`src/rtl/hit_judge_pkg.sv`:
```
// hit_judge_pkg: shared definitions for the reaction-game round judge.
//   - fsm_t      : round sequencer states (IDLE/GAP/SHOW)
//   - window_ms  : response window length in ticks per difficulty level
//   - lfsr_step  : one step of the target-selection LFSR (x^8+x^6+x^5+x^4+1)
//   - onehot4    : 2-bit index to one-hot lamp pattern
package hit_judge_pkg;

    typedef enum logic [1:0] {
        IDLE = 2'd0,
        GAP  = 2'd1,
        SHOW = 2'd2
    } fsm_t;

    // Width of the millisecond tick counter (covers both GAP_MS and windows).
    localparam int MS_W = 16;

    localparam logic [7:0] LFSR_SEED = 8'hA5;
    // Fibonacci taps at bits 7,5,4,3 for x^8+x^6+x^5+x^4+1.
    localparam logic [7:0] LFSR_TAPS = 8'hB8;

    function automatic logic [MS_W-1:0] window_ms(input logic [1:0] lvl);
        logic [MS_W-1:0] w;
        case (lvl)
            2'd0:    w = 16'd800;
            2'd1:    w = 16'd600;
            2'd2:    w = 16'd400;
            default: w = 16'd250;
        endcase
        return w;
    endfunction

    function automatic logic [7:0] lfsr_step(input logic [7:0] s);
        return {s[6:0], ^(s & LFSR_TAPS)};
    endfunction

    function automatic logic [3:0] onehot4(input logic [1:0] idx);
        return 4'b0001 << idx;
    endfunction

endpackage

```
`src/rtl/hit_judge_if.sv`:
```
// hit_judge_if: player/control inputs and round-result outputs of hit_judge.
//   master : drives btn, start, stop, level; observes the results
//   slave  : the judge itself
//   btn[3:0]   raw player buttons (async, active-high)
//   start/stop one-cycle play control pulses
//   level[1:0] difficulty, sampled once per round
//   lamp[3:0]  one-hot target lamp (0 when dark)
//   evt        one-cycle round-result pulse
//   key        1 = hit, 0 = miss (held after evt)
//   state[1:0] level in force for the judged round
//   busy       play running
interface hit_judge_if;
    logic [3:0] btn;
    logic       start;
    logic       stop;
    logic [1:0] level;
    logic [3:0] lamp;
    logic       evt;
    logic       key;
    logic [1:0] state;
    logic       busy;

    modport master (
        output btn, start, stop, level,
        input  lamp, evt, key, state, busy
    );

    modport slave (
        input  btn, start, stop, level,
        output lamp, evt, key, state, busy
    );
endinterface

```
`src/rtl/btn_debounce.sv`:
```
// btn_debounce: 2-flop synchronizer plus stability counter for one button.
//   clk, rst_n : clock, async active-low reset
//   raw        : asynchronous button input
//   level      : debounced level, flips after DB_CYCLES consecutive clocks
//                of the synchronized input disagreeing with it
//   rise       : registered one-cycle pulse on a debounced 0->1 change,
//                asserted in the same cycle the new level appears
module btn_debounce #(
    parameter int DB_CYCLES = 500000
) (
    input  logic clk,
    input  logic rst_n,
    input  logic raw,
    output logic level,
    output logic rise
);

    localparam int CW = (DB_CYCLES > 1) ? $clog2(DB_CYCLES) : 1;
    localparam logic [CW-1:0] CNT_LAST = CW'(DB_CYCLES - 1);

    logic          sync1, sync2;
    logic [CW-1:0] cnt;
    logic          flip;

    assign flip = (sync2 != level) && (cnt == CNT_LAST);

    always_ff @(posedge clk or negedge rst_n) begin
        if (!rst_n) begin
            sync1 <= 1'b0;
            sync2 <= 1'b0;
            cnt   <= '0;
            level <= 1'b0;
            rise  <= 1'b0;
        end else begin
            sync1 <= raw;
            sync2 <= sync1;
            // Any agreement restarts the stability count.
            if (sync2 == level || flip) begin
                cnt <= '0;
            end else begin
                cnt <= cnt + CW'(1);
            end
            if (flip) begin
                level <= sync2;
            end
            rise <= flip && sync2;
        end
    end

endmodule

```
`src/rtl/hit_judge.sv`:
```
// hit_judge: runs the reaction game round by round and judges each round.
//   clk, rst_n : clock, async active-low reset
//   bus        : hit_judge_if.slave (buttons, start/stop, level in;
//                lamp, evt, key, state, busy out)
// Each round: dark GAP of GAP_MS ticks, then SHOW lights a pseudo-random
// target (never the same as the previous one) for a level-dependent window.
// The first debounced press, or window expiry, ends the round with evt.
module hit_judge #(
    parameter int DB_CYCLES   = 500000,
    parameter int TICK_CYCLES = 50000,
    parameter int GAP_MS      = 500
) (
    input  logic        clk,
    input  logic        rst_n,
    hit_judge_if.slave  bus
);

    import hit_judge_pkg::*;

    localparam int CYC_W = (TICK_CYCLES > 1) ? $clog2(TICK_CYCLES) : 1;
    localparam logic [CYC_W-1:0] CYC_LAST = CYC_W'(TICK_CYCLES - 1);
    localparam logic [MS_W-1:0]  GAP_LAST = MS_W'(GAP_MS - 1);

    fsm_t             state_q, state_d;
    logic [CYC_W-1:0] cyc_q;
    logic [MS_W-1:0]  ms_q;
    logic [7:0]       lfsr_q;
    logic [1:0]       tgt_q, tgt_d;
    logic [1:0]       lvl_q, lvl_d;
    logic [1:0]       pick;
    logic             evt_q, evt_d;
    logic             key_q, key_d;
    logic [3:0]       deb_level, rise, edges, tgt_mask;
    logic             tick_last, gap_done, win_done, tgt_rise, wrong_rise;

    for (genvar g = 0; g < 4; g++) begin : g_deb
        btn_debounce #(.DB_CYCLES(DB_CYCLES)) u_deb (
            .clk   (clk),
            .rst_n (rst_n),
            .raw   (bus.btn[g]),
            .level (deb_level[g]),
            .rise  (rise[g])
        );
    end

    // A rise pulse is only trusted while the debounced level agrees with it.
    assign edges      = rise & deb_level;
    assign tgt_mask   = onehot4(tgt_q);
    assign tgt_rise   = |(edges & tgt_mask);
    assign wrong_rise = |(edges & ~tgt_mask);

    assign tick_last = (cyc_q == CYC_LAST);
    assign gap_done  = tick_last && (ms_q == GAP_LAST);
    assign win_done  = tick_last && (ms_q == window_ms(lvl_q) - MS_W'(1));

    // tgt_q doubles as the previous index: bump a repeat to the next lamp.
    assign pick = (lfsr_q[1:0] == tgt_q) ? lfsr_q[1:0] + 2'd1 : lfsr_q[1:0];

    always_comb begin
        state_d = state_q;
        evt_d   = 1'b0;
        key_d   = key_q;
        lvl_d   = lvl_q;
        tgt_d   = tgt_q;
        case (state_q)
            IDLE: begin
                if (bus.start) begin
                    state_d = GAP;
                end
            end
            GAP: begin
                if (gap_done) begin
                    state_d = SHOW;
                    lvl_d   = bus.level;
                    tgt_d   = pick;
                end
            end
            SHOW: begin
                // Any wrong edge spoils the round; a target edge on the
                // expiry cycle still counts as a hit.
                if (wrong_rise || tgt_rise || win_done) begin
                    state_d = GAP;
                    evt_d   = 1'b1;
                    key_d   = tgt_rise && !wrong_rise;
                end
            end
            default: state_d = IDLE;
        endcase
        if (bus.stop) begin
            state_d = IDLE;
            evt_d   = 1'b0;
            key_d   = 1'b0;
            lvl_d   = '0;
            tgt_d   = tgt_q;
        end
    end

    always_ff @(posedge clk or negedge rst_n) begin
        if (!rst_n) begin
            state_q <= IDLE;
            cyc_q   <= '0;
            ms_q    <= '0;
            lfsr_q  <= LFSR_SEED;
            tgt_q   <= '0;
            lvl_q   <= '0;
            evt_q   <= 1'b0;
            key_q   <= 1'b0;
        end else begin
            state_q <= state_d;
            lfsr_q  <= lfsr_step(lfsr_q);
            tgt_q   <= tgt_d;
            lvl_q   <= lvl_d;
            evt_q   <= evt_d;
            key_q   <= key_d;
            // Timebase restarts on every state entry and idles in IDLE.
            if (state_d != state_q || state_q == IDLE) begin
                cyc_q <= '0;
                ms_q  <= '0;
            end else if (tick_last) begin
                cyc_q <= '0;
                ms_q  <= ms_q + MS_W'(1);
            end else begin
                cyc_q <= cyc_q + CYC_W'(1);
            end
        end
    end

    assign bus.lamp  = (state_q == SHOW) ? tgt_mask : 4'b0000;
    assign bus.evt   = evt_q;
    assign bus.key   = key_q;
    assign bus.state = lvl_q;
    assign bus.busy  = (state_q != IDLE);

endmodule

```
`src/flat_wrapper.sv`:
```
// flat-port wrapper written by rule: the top's interface ports become plain ports
module hit_judge_flat import hit_judge_pkg::*;
#(
    parameter int DB_CYCLES   = 500000,
    parameter int TICK_CYCLES = 50000,
    parameter int GAP_MS      = 500
)
  (clk, rst_n, bus_btn, bus_start, bus_stop, bus_level, bus_lamp, bus_evt, bus_key, bus_state, bus_busy);
  hit_judge_if bus_i ();
  input  logic clk;
  input  logic rst_n;
  input wire logic [$bits(bus_i.btn)-1:0] bus_btn;
  input wire logic [$bits(bus_i.start)-1:0] bus_start;
  input wire logic [$bits(bus_i.stop)-1:0] bus_stop;
  input wire logic [$bits(bus_i.level)-1:0] bus_level;
  output wire logic [$bits(bus_i.lamp)-1:0] bus_lamp;
  output wire logic [$bits(bus_i.evt)-1:0] bus_evt;
  output wire logic [$bits(bus_i.key)-1:0] bus_key;
  output wire logic [$bits(bus_i.state)-1:0] bus_state;
  output wire logic [$bits(bus_i.busy)-1:0] bus_busy;
  assign bus_i.btn = bus_btn;
  assign bus_i.start = bus_start;
  assign bus_i.stop = bus_stop;
  assign bus_i.level = bus_level;
  assign bus_lamp = bus_i.lamp;
  assign bus_evt = bus_i.evt;
  assign bus_key = bus_i.key;
  assign bus_state = bus_i.state;
  assign bus_busy = bus_i.busy;
  hit_judge #(.DB_CYCLES(DB_CYCLES), .TICK_CYCLES(TICK_CYCLES), .GAP_MS(GAP_MS)) u_core (.clk(clk), .rst_n(rst_n), .bus(bus_i));
endmodule
```
`config.mk`:
```
export PLATFORM = sky130hd
export DESIGN_NAME = hit_judge_flat
export DESIGN_NICKNAME = d
export VERILOG_FILES = /design/src/rtl/hit_judge_pkg.sv /design/src/rtl/hit_judge_if.sv /design/src/rtl/btn_debounce.sv /design/src/rtl/hit_judge.sv /design/src/flat_wrapper.sv
export SDC_FILE = /design/constraint.sdc
export NUM_CORES = 1
export LEC_CHECK = 0
export BUFFER_PORTS_ARGS = -buffer_cell sky130_fd_sc_hd__buf_2
export CELL_PAD_IN_SITES_DETAIL_PLACEMENT = 1
export CELL_PAD_IN_SITES_GLOBAL_PLACEMENT = 1
export CORE_MARGIN = 4
export CORE_UTILIZATION = 56
export CTS_BUF_LIST = sky130_fd_sc_hd__clkbuf_4 sky130_fd_sc_hd__clkbuf_8
export CTS_CLUSTER_DIAMETER = 150
export DETAILED_ROUTE_END_ITERATION = 10
export MAX_ROUTING_LAYER = met4
export PLACE_DENSITY_LB_ADDON = 0.1
export SLEW_MARGIN = 10
export SYNTH_ARGS = -nofsm -noshare
export SYNTH_HDL_FRONTEND = slang
export SYNTH_SLANG_ARGS = --single-unit
```
`constraint.sdc`:
```
create_clock -name clk -period 6.1 [get_ports clk]
set_clock_uncertainty 0.05 [all_clocks]
set_input_delay 1.83 -clock clk [delete_from_list [all_inputs] [get_ports clk]]
set_output_delay 1.83 -clock clk [all_outputs]
set_load 0.01 [all_outputs]
```
==> After elaboration in Yosys (flattened, before gate mapping) <==
Cells that the tools add are included.
{ "op_classes": {"add_sub_neg": 8, "n_eq_ne": 21, "n_shift": 1, "n_mux": 25, "bitwise_logic": 5, "n_reduce_logical": 33} }
{ "ops": {"columns": ["op", "count"], "rows": [
  ["19-bit by 1-bit adder with 19-bit output (second input constant)", 4],
  ["19-bit == test (second input constant)", 4],
  ["19-bit 2-to-1 mux", 4],
  ["16-bit 2-to-1 mux", 4],
  ["16-bit by 1-bit adder with 16-bit output (second input constant)", 2],
  ["10-bit one-hot mux with 3 select lines", 1],
  ["16-bit == test", 1],
  ["16-bit == test (second input constant)", 1],
  ["16-bit by 9-bit == test with 1-bit output (second input constant)", 1],
  ["2-bit 2-to-1 mux", 8],
  ["4-bit bitwise AND", 3],
  ["2-bit nonzero test", 6],
  ["1-bit logical AND", 11],
  ["10-bit by 1-bit subtractor with 11-bit output (second input constant)", 1],
  ["4-bit OR reduction", 2],
  ["8-bit XOR reduction", 1],
  ["1-bit logical OR", 7],
  ["1-bit 2-to-1 mux", 6],
  ["2-bit one-hot mux with 3 select lines", 1],
  ["1-bit == test", 4],
  ["2-bit by 1-bit == test with 1-bit output (second input constant)", 2],
  ["2-bit == test (second input constant)", 2],
  ["2-bit zero test", 2],
  ["4-bit 2-to-1 mux", 1],
  ["other kinds (10)", 14]
]} }
{ "word_totals": {"regBits": 140, "inputBits": 10} }

==> Longest topological paths before layout <==
Gate-level depths: netlist of run 1.
{ "logic_depth": {"word_depth": 12, "ltp_mapped": 9, "depth_no_buf": 7} }

==> By module <==
A second synthesis of run 1 with hierarchy kept.
{ "hier_totals": {"cells_unflattened": 674, "area_unflattened_um2": 6964.2} }
{ "by_module_without_submodules": {"columns": ["module", "n_inst", "cells_each", "area_per_inst_um2", "seq_area_each_um2"], "rows": [
  ["btn_debounce at u_core.g_deb[0].u_deb ...", 3, 105, 1123.6, 575.6],
  ["hit_judge", 1, 254, 2468.6, 1206.2],
  ["btn_debounce at u_core.g_deb[3].u_deb", 1, 105, 1124.8, 575.6]
]} }

==> Worst setup path after synthesis of run 1 <==
No wires, ideal clock.
{ "synth_timing": {"path_type": "input-to-reg", "startpoint": "input port bus_stop", "endpoint": "register u_core.tgt_q[0]", "t_arrival_ns": 2.670, "setup_slack_ns": 3.297, "cell_stages": 4, "n_path_buf": 0, "cell_sequence": "nor2_1 -> nand4_1 -> a211o_1 -> o21ai_0"} }
{ "synth_between": {"elab_chain_cells": 2} }
{ "synth_rtl": {"columns": ["element", "line", "source"], "rows": [
  ["start, declared", "flat_wrapper.sv:14", "input wire logic [$bits(bus_i.stop)-1:0] bus_stop;"],
  ["1-bit NOT (no line)", null, null],
  ["3-bit AND reduction (no line)", null, null],
  ["end signal, assigned", "hit_judge.sv:111", "tgt_q <= tgt_d;"],
  ["end, declared", "hit_judge.sv:28", "logic [1:0] tgt_q, tgt_d;"]
]} }
Every way passes these cells.
A chain may end at the register's enable or synchronous reset.

==> Worst setup path after layout of run 1 <==
{ "layout_timing": {"startpoint": "register u_core.state_q[0]", "endpoint": "output port bus_lamp[1]"} }
{ "layout_between": {"elab_chain_cells": 2} }
{ "layout_rtl": {"columns": ["element", "line", "source"], "rows": [
  ["start, declared", "hit_judge.sv:24", "fsm_t state_q, state_d;"],
  ["start signal, assigned", "hit_judge.sv:109", "state_q <= state_d;"],
  ["2-bit == test", "hit_judge.sv:128", "assign bus.lamp = (state_q == SHOW) ? tgt_mask : 4'b0000;"],
  ["4-bit 2-to-1 mux", "hit_judge.sv:128", null],
  ["end, declared", "flat_wrapper.sv:16", "output wire logic [$bits(bus_i.lamp)-1:0] bus_lamp;"]
]} }
Every way passes these cells.

==> impl_metrics.env, run 1 <==
export IMPL_synth_warnings=0
export IMPL_grt_pass1_vias=5222
export IMPL_final_antenna_net_count=0
export IMPL_grtUsageMet2_pct=40.5
export IMPL_worstSetupPathType="reg -> out"
export IMPL_place_inst=801
export IMPL_min_period_over_period_pct=57.5
export IMPL_timing_critical_path_cells="nand2b_1, nor3_1, buf_2"
export IMPL_endpoint="bus_lamp[1]"
export IMPL_p_leak_nw=3.15
export IMPL_clock_path_buffers=2
export IMPL_wl_mm=14.7
export IMPL_firstDrtPassIters=4
export IMPL_die_area_sq_um=13800
export IMPL_reg2reg_slack_ns=3.57
export IMPL_avgViaCountPerCell=5.73
export IMPL_synth_area_sq_um=6720
export IMPL_rsz0062_at_grt="no"
export IMPL_gr_usage_met3_pct=5.05
export IMPL_synth_top_flop_cell="dfrtp_1"
export IMPL_slowest_stage="dfrtp_1"
export IMPL_async_reset_ff_share_pct=100
export IMPL_required_ns=4.22
export IMPL_numCtsBuffers=17
export IMPL_gp_congestion=0.831
export IMPL_startpoint_type="flop"
export IMPL_hold_slack_ns=0.302
export IMPL_syn_area_per_cell_sq_um=10.3
export IMPL_synth_top_area_cell="dfrtp_1"
export IMPL_cp_startpoint="u_core.state_q[0]$_DFF_PN0_"
export IMPL_clock_sinks=140
export IMPL_wl_per_cell_um=17.7
export IMPL_synth_edf_count=0
export IMPL_dp_hpwl_mm=9.94
export IMPL_hold_buffers=0
export IMPL_die_x_um=118
export IMPL_power_density_nw_per_um2=236
export IMPL_slew_headroom_pct=40.9
export IMPL_port_buffers=18
export IMPL_synth_fp_nets=671
export IMPL_finalNonFillerCells=833
export IMPL_drc=0
export IMPL_area_growth_synth_to_final_pct=8.21
export IMPL_start_util_pct=58.1
export IMPL_cts_resized=0
export IMPL_drt_iter0_markers=286
export IMPL_worstSetupEndpointType="output port"
export IMPL_hold_viol=0
export IMPL_slew_viol_final=0
export IMPL_tns_ns=0
export IMPL_cts_htree_levels=4
export IMPL_tritoncts="done"
export IMPL_grt_remaining_overflow=0
export IMPL_finalWorstSetupSlack_ns=2.59
export IMPL_fin_crit_ns=3.51
export IMPL_path_max_fanout=7
export IMPL_rows=39
export IMPL_reg2regPathDepth=6
export IMPL_synth_seq_area_share_pct=52.2
export IMPL_clk_insertion_delay_late_ns=0.45
export IMPL_grt_most_used_layer="met2"
export IMPL_r2r_start="u_core.g_deb[1].u_deb.cnt[0]$_DFF_PN0_"
export IMPL_max_cap_violations=0
export IMPL_synth_area_top_cells="dfrtp_1 (51%), xor2_1 (7.2%), nor2_1 (6.6%), xnor2_1 (6.5%), nand3_1 (3.3%)"
export IMPL_antenna_found_initial=0
export IMPL_clk_pin_slew_ns=0.07
export IMPL_nNetsFinal=693
export IMPL_max_freq_mhz=285
export IMPL_die_y_um=118
export IMPL_synth_seq_cells=140
export IMPL_drive_gt1_share_pct=12.5
export IMPL_postSynthCellCount=655
export IMPL_core_sq_um=11600
export IMPL_cts_root_buf="clkbuf_8"
export IMPL_postCtsSetupRepairBufs=0
export IMPL_vdd_drop_max_mv=0.188
export IMPL_outcome="completed"
export IMPL_reg2reg_to="u_core.g_deb[1].u_deb.cnt[6]$_DFF_PN0_"
export IMPL_grt_usage_pct=23.4
export IMPL_hp_class="reg -> reg"
export IMPL_netlist_area_leader_share_pct=50.6
export IMPL_critPathArrivalTime_ns=1.63
export IMPL_synthDistinctLibCells=56
export IMPL_vias=4769
export IMPL_max_stage_delay_ns=0.41
export IMPL_finalSetupViolCount=0
export IMPL_fillers=1264
export IMPL_tightest_slew_ns=0.886
export IMPL_grt_pass1_wl_mm=25.6
export IMPL_antennaDiodeCount=0
export IMPL_dp_slack_ns=2.88
export IMPL_grt_max_degree=101
export IMPL_use_met1_pct=27.8
export IMPL_boundaryPins=19
worst max-delay path, delay by kind of cell, from the launching register on:
kind | cells | cell delay (ns)
and+or+nand+nor | 2 | 0.59
DFF | 1 | 0.41
buffers and inverters | 1 | 0.17
power breakdown:
| part | switching (W) | internal, W |
|---|---|---|
| logic | 0.0000404 | 0.0000141 |
| registers | 0.0000106 | 0.000939 |
| clock network | 0.000342 | 0.000374 |
| total | 0.000393 | 0.00133 |
layout make-up:
type | instances | area [sq um] | share of cell area [%]
sequential | 140 | 3510 | 48.2
multi-input combinational | 484 | 3050 | 41.9
clock buffer | 25 | 313 | 4.30
tap | 143 | 179 | 2.46
timing repair buffer | 19 | 104 | 1.43
clock inverter | 7 | 65.1 | 0.894
inverter | 15 | 56.3 | 0.774
state kept, by name, indices dropped and copies added (netlist names):
register                  count
u_core.g_deb.u_deb.sync1      4
u_core.bus.key                1
u_core.g_deb.u_deb.cnt       76
u_core.lfsr_q                 8
u_core.g_deb.u_deb.rise       4
u_core.bus.state              2
u_core.g_deb.u_deb.level      4
u_core.tgt_q                  2
u_core.cyc_q                 16
u_core.bus.evt                1
u_core.ms_q                  16
u_core.state_q                2
u_core.g_deb.u_deb.sync2      4
per-stage QoR:
step | util, % | area (sq um) | power, W
5_1_grt | 62.9 | 7270 | 0.00180
6_report | 62.9 | 7270 | 0.00172
4_1_cts | 62.9 | 7270 | 0.00174
3_3_place_gp | 59.6 | 6900 | 0.00102
2_1_floorplan | - | 6720 | 0.000992
3_5_place_dp | 59.6 | 6900 | 0.00102
cells in the mapped netlist, types with 4 or more instances:
cell / n
and4_1: 10
nand4_1: 19
nor4_1: 5
nor2b_1: 4
dfrtp_1: 136
dfstp_2: 4
nand2b_1: 7
nand2_1: 45
nor2_1: 119
a21oi_2: 9
o21ai_0: 5
mux2_2: 4
nor3_1: 12
inv_1: 15
xor2_1: 55
and3_1: 24
ha_1: 6
a21oi_1: 19
xnor2_1: 50
clkbuf_1: 4
buf_2: 5
buf_4: 5
nand3_1: 44
how the worst min path moves through the flow:
| stage | start | endpoint | slack, ns | cells after the start |
|---|---|---|---|---|
| finish | u_core.g_deb[1].u_deb.sync1$_DFF_PN0_ | u_core.g_deb[1].u_deb.sync2$_DFF_PN0_ | 0.30 | 0 |
| detailed placement | u_core.g_deb[1].u_deb.sync1$_DFF_PN0_ | u_core.g_deb[1].u_deb.sync2$_DFF_PN0_ | 0.29 | 0 |
| global placement | u_core.g_deb[1].u_deb.sync1$_DFF_PN0_ | u_core.g_deb[1].u_deb.sync2$_DFF_PN0_ | 0.28 | 0 |
| floorplan | u_core.g_deb[0].u_deb.sync1$_DFF_PN0_ | u_core.g_deb[0].u_deb.sync2$_DFF_PN0_ | 0.28 | 0 |
| CTS | u_core.g_deb[1].u_deb.sync1$_DFF_PN0_ | u_core.g_deb[1].u_deb.sync2$_DFF_PN0_ | 0.30 | 0 |
| global route | u_core.g_deb[3].u_deb.sync1$_DFF_PN0_ | u_core.g_deb[3].u_deb.sync2$_DFF_PN0_ | 0.31 | 0 |
layer usage:
layer  wire (um)  up-vias
met1        6390     2441
met4         132        0
li1            -     2266
met2        7820       47
met5           0        -
met3         377       15
cell usage in the layout (no fill, tap or decap), drive strengths merged, types with 8 or more instances in the layout:
cell / Yosys / routed
nand2: 47 / 47
xnor2: 50 / 50
nand4: 22 / 22
nor3: 13 / 13
dfrtp: 136 / 136
and3: 24 / 24
clkbuf: 4 / 25
and4: 10 / 10
nor4: 8 / 8
inv: 15 / 15
xor2: 55 / 55
nand3: 45 / 45
a21oi: 28 / 28
buf: 12 / 19
nor2: 119 / 119
kinds of logic after synthesis:
| logic type | count (synthesis) | synth area share, % |
|---|---|---|
| AND/OR/NAND/NOR | 321 | 24.6 |
| multiplexers | 7 | 1.30 |
| AO/OA/AOI/OAI | 45 | 4.65 |
| XOR/XNOR | 105 | 13.7 |
| flip-flops | 140 | 52.2 |
| buffers and inverters | 31 | 2.46 |
| adder cells (fa/ha/maj) | 6 | 1.12 |
Power figures use the tool's default switching activity.
==> run 2: changes to the inputs <==
--- a/config.mk
+++ b/config.mk
@@ -9,7 +9,7 @@
 export CELL_PAD_IN_SITES_DETAIL_PLACEMENT = 1
 export CELL_PAD_IN_SITES_GLOBAL_PLACEMENT = 1
 export CORE_MARGIN = 4
-export CORE_UTILIZATION = 56
+export CORE_UTILIZATION = 47
 export CTS_BUF_LIST = sky130_fd_sc_hd__clkbuf_4 sky130_fd_sc_hd__clkbuf_8
 export CTS_CLUSTER_DIAMETER = 150
 export DETAILED_ROUTE_END_ITERATION = 10
==> constraint.sdc (replaced) <==
create_clock -name clk -period 2.83 [get_ports clk]
set_clock_uncertainty 0.05 [all_clocks]
set_input_delay 0.849 -clock clk [delete_from_list [all_inputs] [get_ports clk]]
set_output_delay 0.849 -clock clk [all_outputs]
set_load 0.01 [all_outputs]
==> run 2 against run 1 <==
  * Power rose by 120%
  * Utilization fell by 9.9 points
  * Register-to-register slack got worse by 3.1 ns
  * Critical path depth did not move
  * First-iteration DRC count fell by 17%
  * Global-route usage fell by 3.6 points
  * Die area rose by 18%
  * Cell count rose by 4.7%
  * Sequential share of layout area fell by 0.74 points
  * Sequential cell count did not move
==> impl_metrics.env, run 2 (synthesized netlist as in run 1, its figures left out) <==
export IMPL_wl_mm=14.4
export IMPL_die_area_sq_um=16300
export IMPL_drc=0
export IMPL_drive_gt1_share_pct=12.7
export IMPL_required_ns=1.93
export IMPL_critPathArrivalTime_ns=1.71
export IMPL_vdd_drop_max_mv=0.285
export IMPL_hold_viol=0
export IMPL_core_sq_um=13900
export IMPL_antennaDiodeCount=0
export IMPL_tns_ns=0
export IMPL_finalWorstSetupSlack_ns=0.223
export IMPL_avgViaCountPerCell=5.43
export IMPL_die_y_um=128
export IMPL_area_growth_synth_to_final_pct=9.90
export IMPL_hold_buffers=0
export IMPL_cts_root_buf="clkbuf_8"
export IMPL_top_regs="u_core.g_deb.u_deb.cnt: 76 flops, u_core.cyc_q: 16 flops, u_core.ms_q: 16 flops"
export IMPL_dp_slack_ns=0.471
export IMPL_rsz0062_at_grt="no"
export IMPL_worstSetupEndpointType="output port"
export IMPL_p_leak_nw=3.17
export IMPL_worstSetupPathType="reg -> out"
export IMPL_slew_viol_final=0
export IMPL_die_x_um=128
export IMPL_place_area_sq_um=6970
export IMPL_boundaryPins=19
export IMPL_numCtsBuffers=17
export IMPL_drt_iter0_markers=236
export IMPL_tritoncts="done"
export IMPL_grt_pass1_vias=5098
export IMPL_rows=43
export IMPL_largest_reg_flops=76
export IMPL_firstDrtPassIters=4
export IMPL_finalSetupViolCount=0
export IMPL_finalInstanceArea_sq_um=7390
export IMPL_grt_remaining_overflow=0
export IMPL_grt_max_degree=63
export IMPL_nNetsFinal=695
export IMPL_clk_insertion_delay_late_ns=0.44
export IMPL_gp_congestion=0.808
export IMPL_clk_pin_slew_ns=0.08
export IMPL_port_buffers=18
export IMPL_power_density_nw_per_um2=523
export IMPL_antenna_found_initial=0
export IMPL_utilization_pct=53.0
export IMPL_fin_crit_ns=2.61
export IMPL_start_util_pct=48.2
export IMPL_clock_path_buffers=2
export IMPL_hp_class="in -> async"
export IMPL_fillers=1553
export IMPL_dp_hpwl_mm=10.1
export IMPL_wl_per_cell_um=16.5
export IMPL_path_max_fanout=7
export IMPL_min_period_over_period_pct=92.1
export IMPL_cts_htree_levels=4
export IMPL_final_cell_mix="dfrtp_1 (136), nor2_1 (119), xor2_1 (55), xnor2_1 (50), nand2_1 (45)"
export IMPL_grt_usage_pct=19.9
export IMPL_mostFrequentLayoutCell="dfrtp_1"
export IMPL_clock_sinks=140
export IMPL_regMostFlops="u_core.g_deb.u_deb.cnt"
export IMPL_vias=4734
export IMPL_final_antenna_net_count=0
export IMPL_outcome="completed"
export IMPL_grt_pass1_wl_mm=25.3
export IMPL_startpoint_type="flop"
export IMPL_max_cap_violations=0
export IMPL_cts_resized=0
export IMPL_hold_slack_ns=0.302
export IMPL_slew_headroom_pct=52.1
export IMPL_postCtsSetupRepairBufs=0
export IMPL_max_freq_mhz=384
export IMPL_tightest_slew_ns=0.718
[run 2: cell types whose count changed in the layout (fill, tap and decap cells not counted)]
cell	previous run	this run
bufinv_16	1	3
clkbuf_4	5	2
clkbuf_8	20	19
buf_12	0	1
buf_4	1	2
inv_6	0	1
clkinvlp_4	2	3
[run 2: report_power, final]
part	switching [W]	internal [W]
Sequential	0.0000214	0.00202
Combinational	0.0000882	0.0000343
Clock	0.000764	0.000934
Total	0.000873	0.00299
[run 2: critical path: stages (launching register included)]
cell and delay (ns):
dfrtp_1 0.41, nand2b_1 0.29, nor3_1 0.36, buf_2 0.21
[run 2: metal layers]
layer / vias to the layer above / GRT usage [%] / part of all wire [%]
met5: - / - / 0
met4: 0 / 7.43 / 1.7
met3: 19 / 3.51 / 2.6
met2: 52 / 31.1 / 49
met1: 2392 / 26.1 / 47
li1: 2271 / - / -
[run 2: through the flow]
stage               total power [W]  instances
CTS                         0.00392        872
global placement            0.00220        840
floorplan                   0.00214        655
global route                0.00404        872
detailed placement          0.00221        840
finish                      0.00386        872
[run 2: worst paths after layout]
kind	from	endpoint	slack (ns)	depth (start not counted)
min	rst_n	u_core.g_deb[2].u_deb.cnt[10]$_DFF_PN0_	0.30	1
max	u_core.state_q[0]$_DFF_PN0_	bus_lamp[2]	0.22	3
max in group asynchronous	rst_n	u_core.g_deb[3].u_deb.cnt[3]$_DFF_PN0_	1.65	2
min reg2reg	u_core.lfsr_q[6]$_DFF_PN0_	u_core.lfsr_q[7]$_DFF_PN1_	0.30	0
min in group clk	u_core.lfsr_q[6]$_DFF_PN0_	u_core.lfsr_q[7]$_DFF_PN1_	0.30	0
max reg2reg	u_core.g_deb[1].u_deb.cnt[0]$_DFF_PN0_	u_core.g_deb[1].u_deb.cnt[16]$_DFF_PN0_	0.44	6
[run 2: final cells by class]
class	count	area, sq um	share of cell area, %
clock buffer	21	277	3.74
clock inverter	11	141	1.91
inverter	15	56.3	0.762
multi-input combinational	484	3050	41.3
sequential	140	3510	47.5
tap	180	225	3.05
timing repair buffer	21	131	1.78
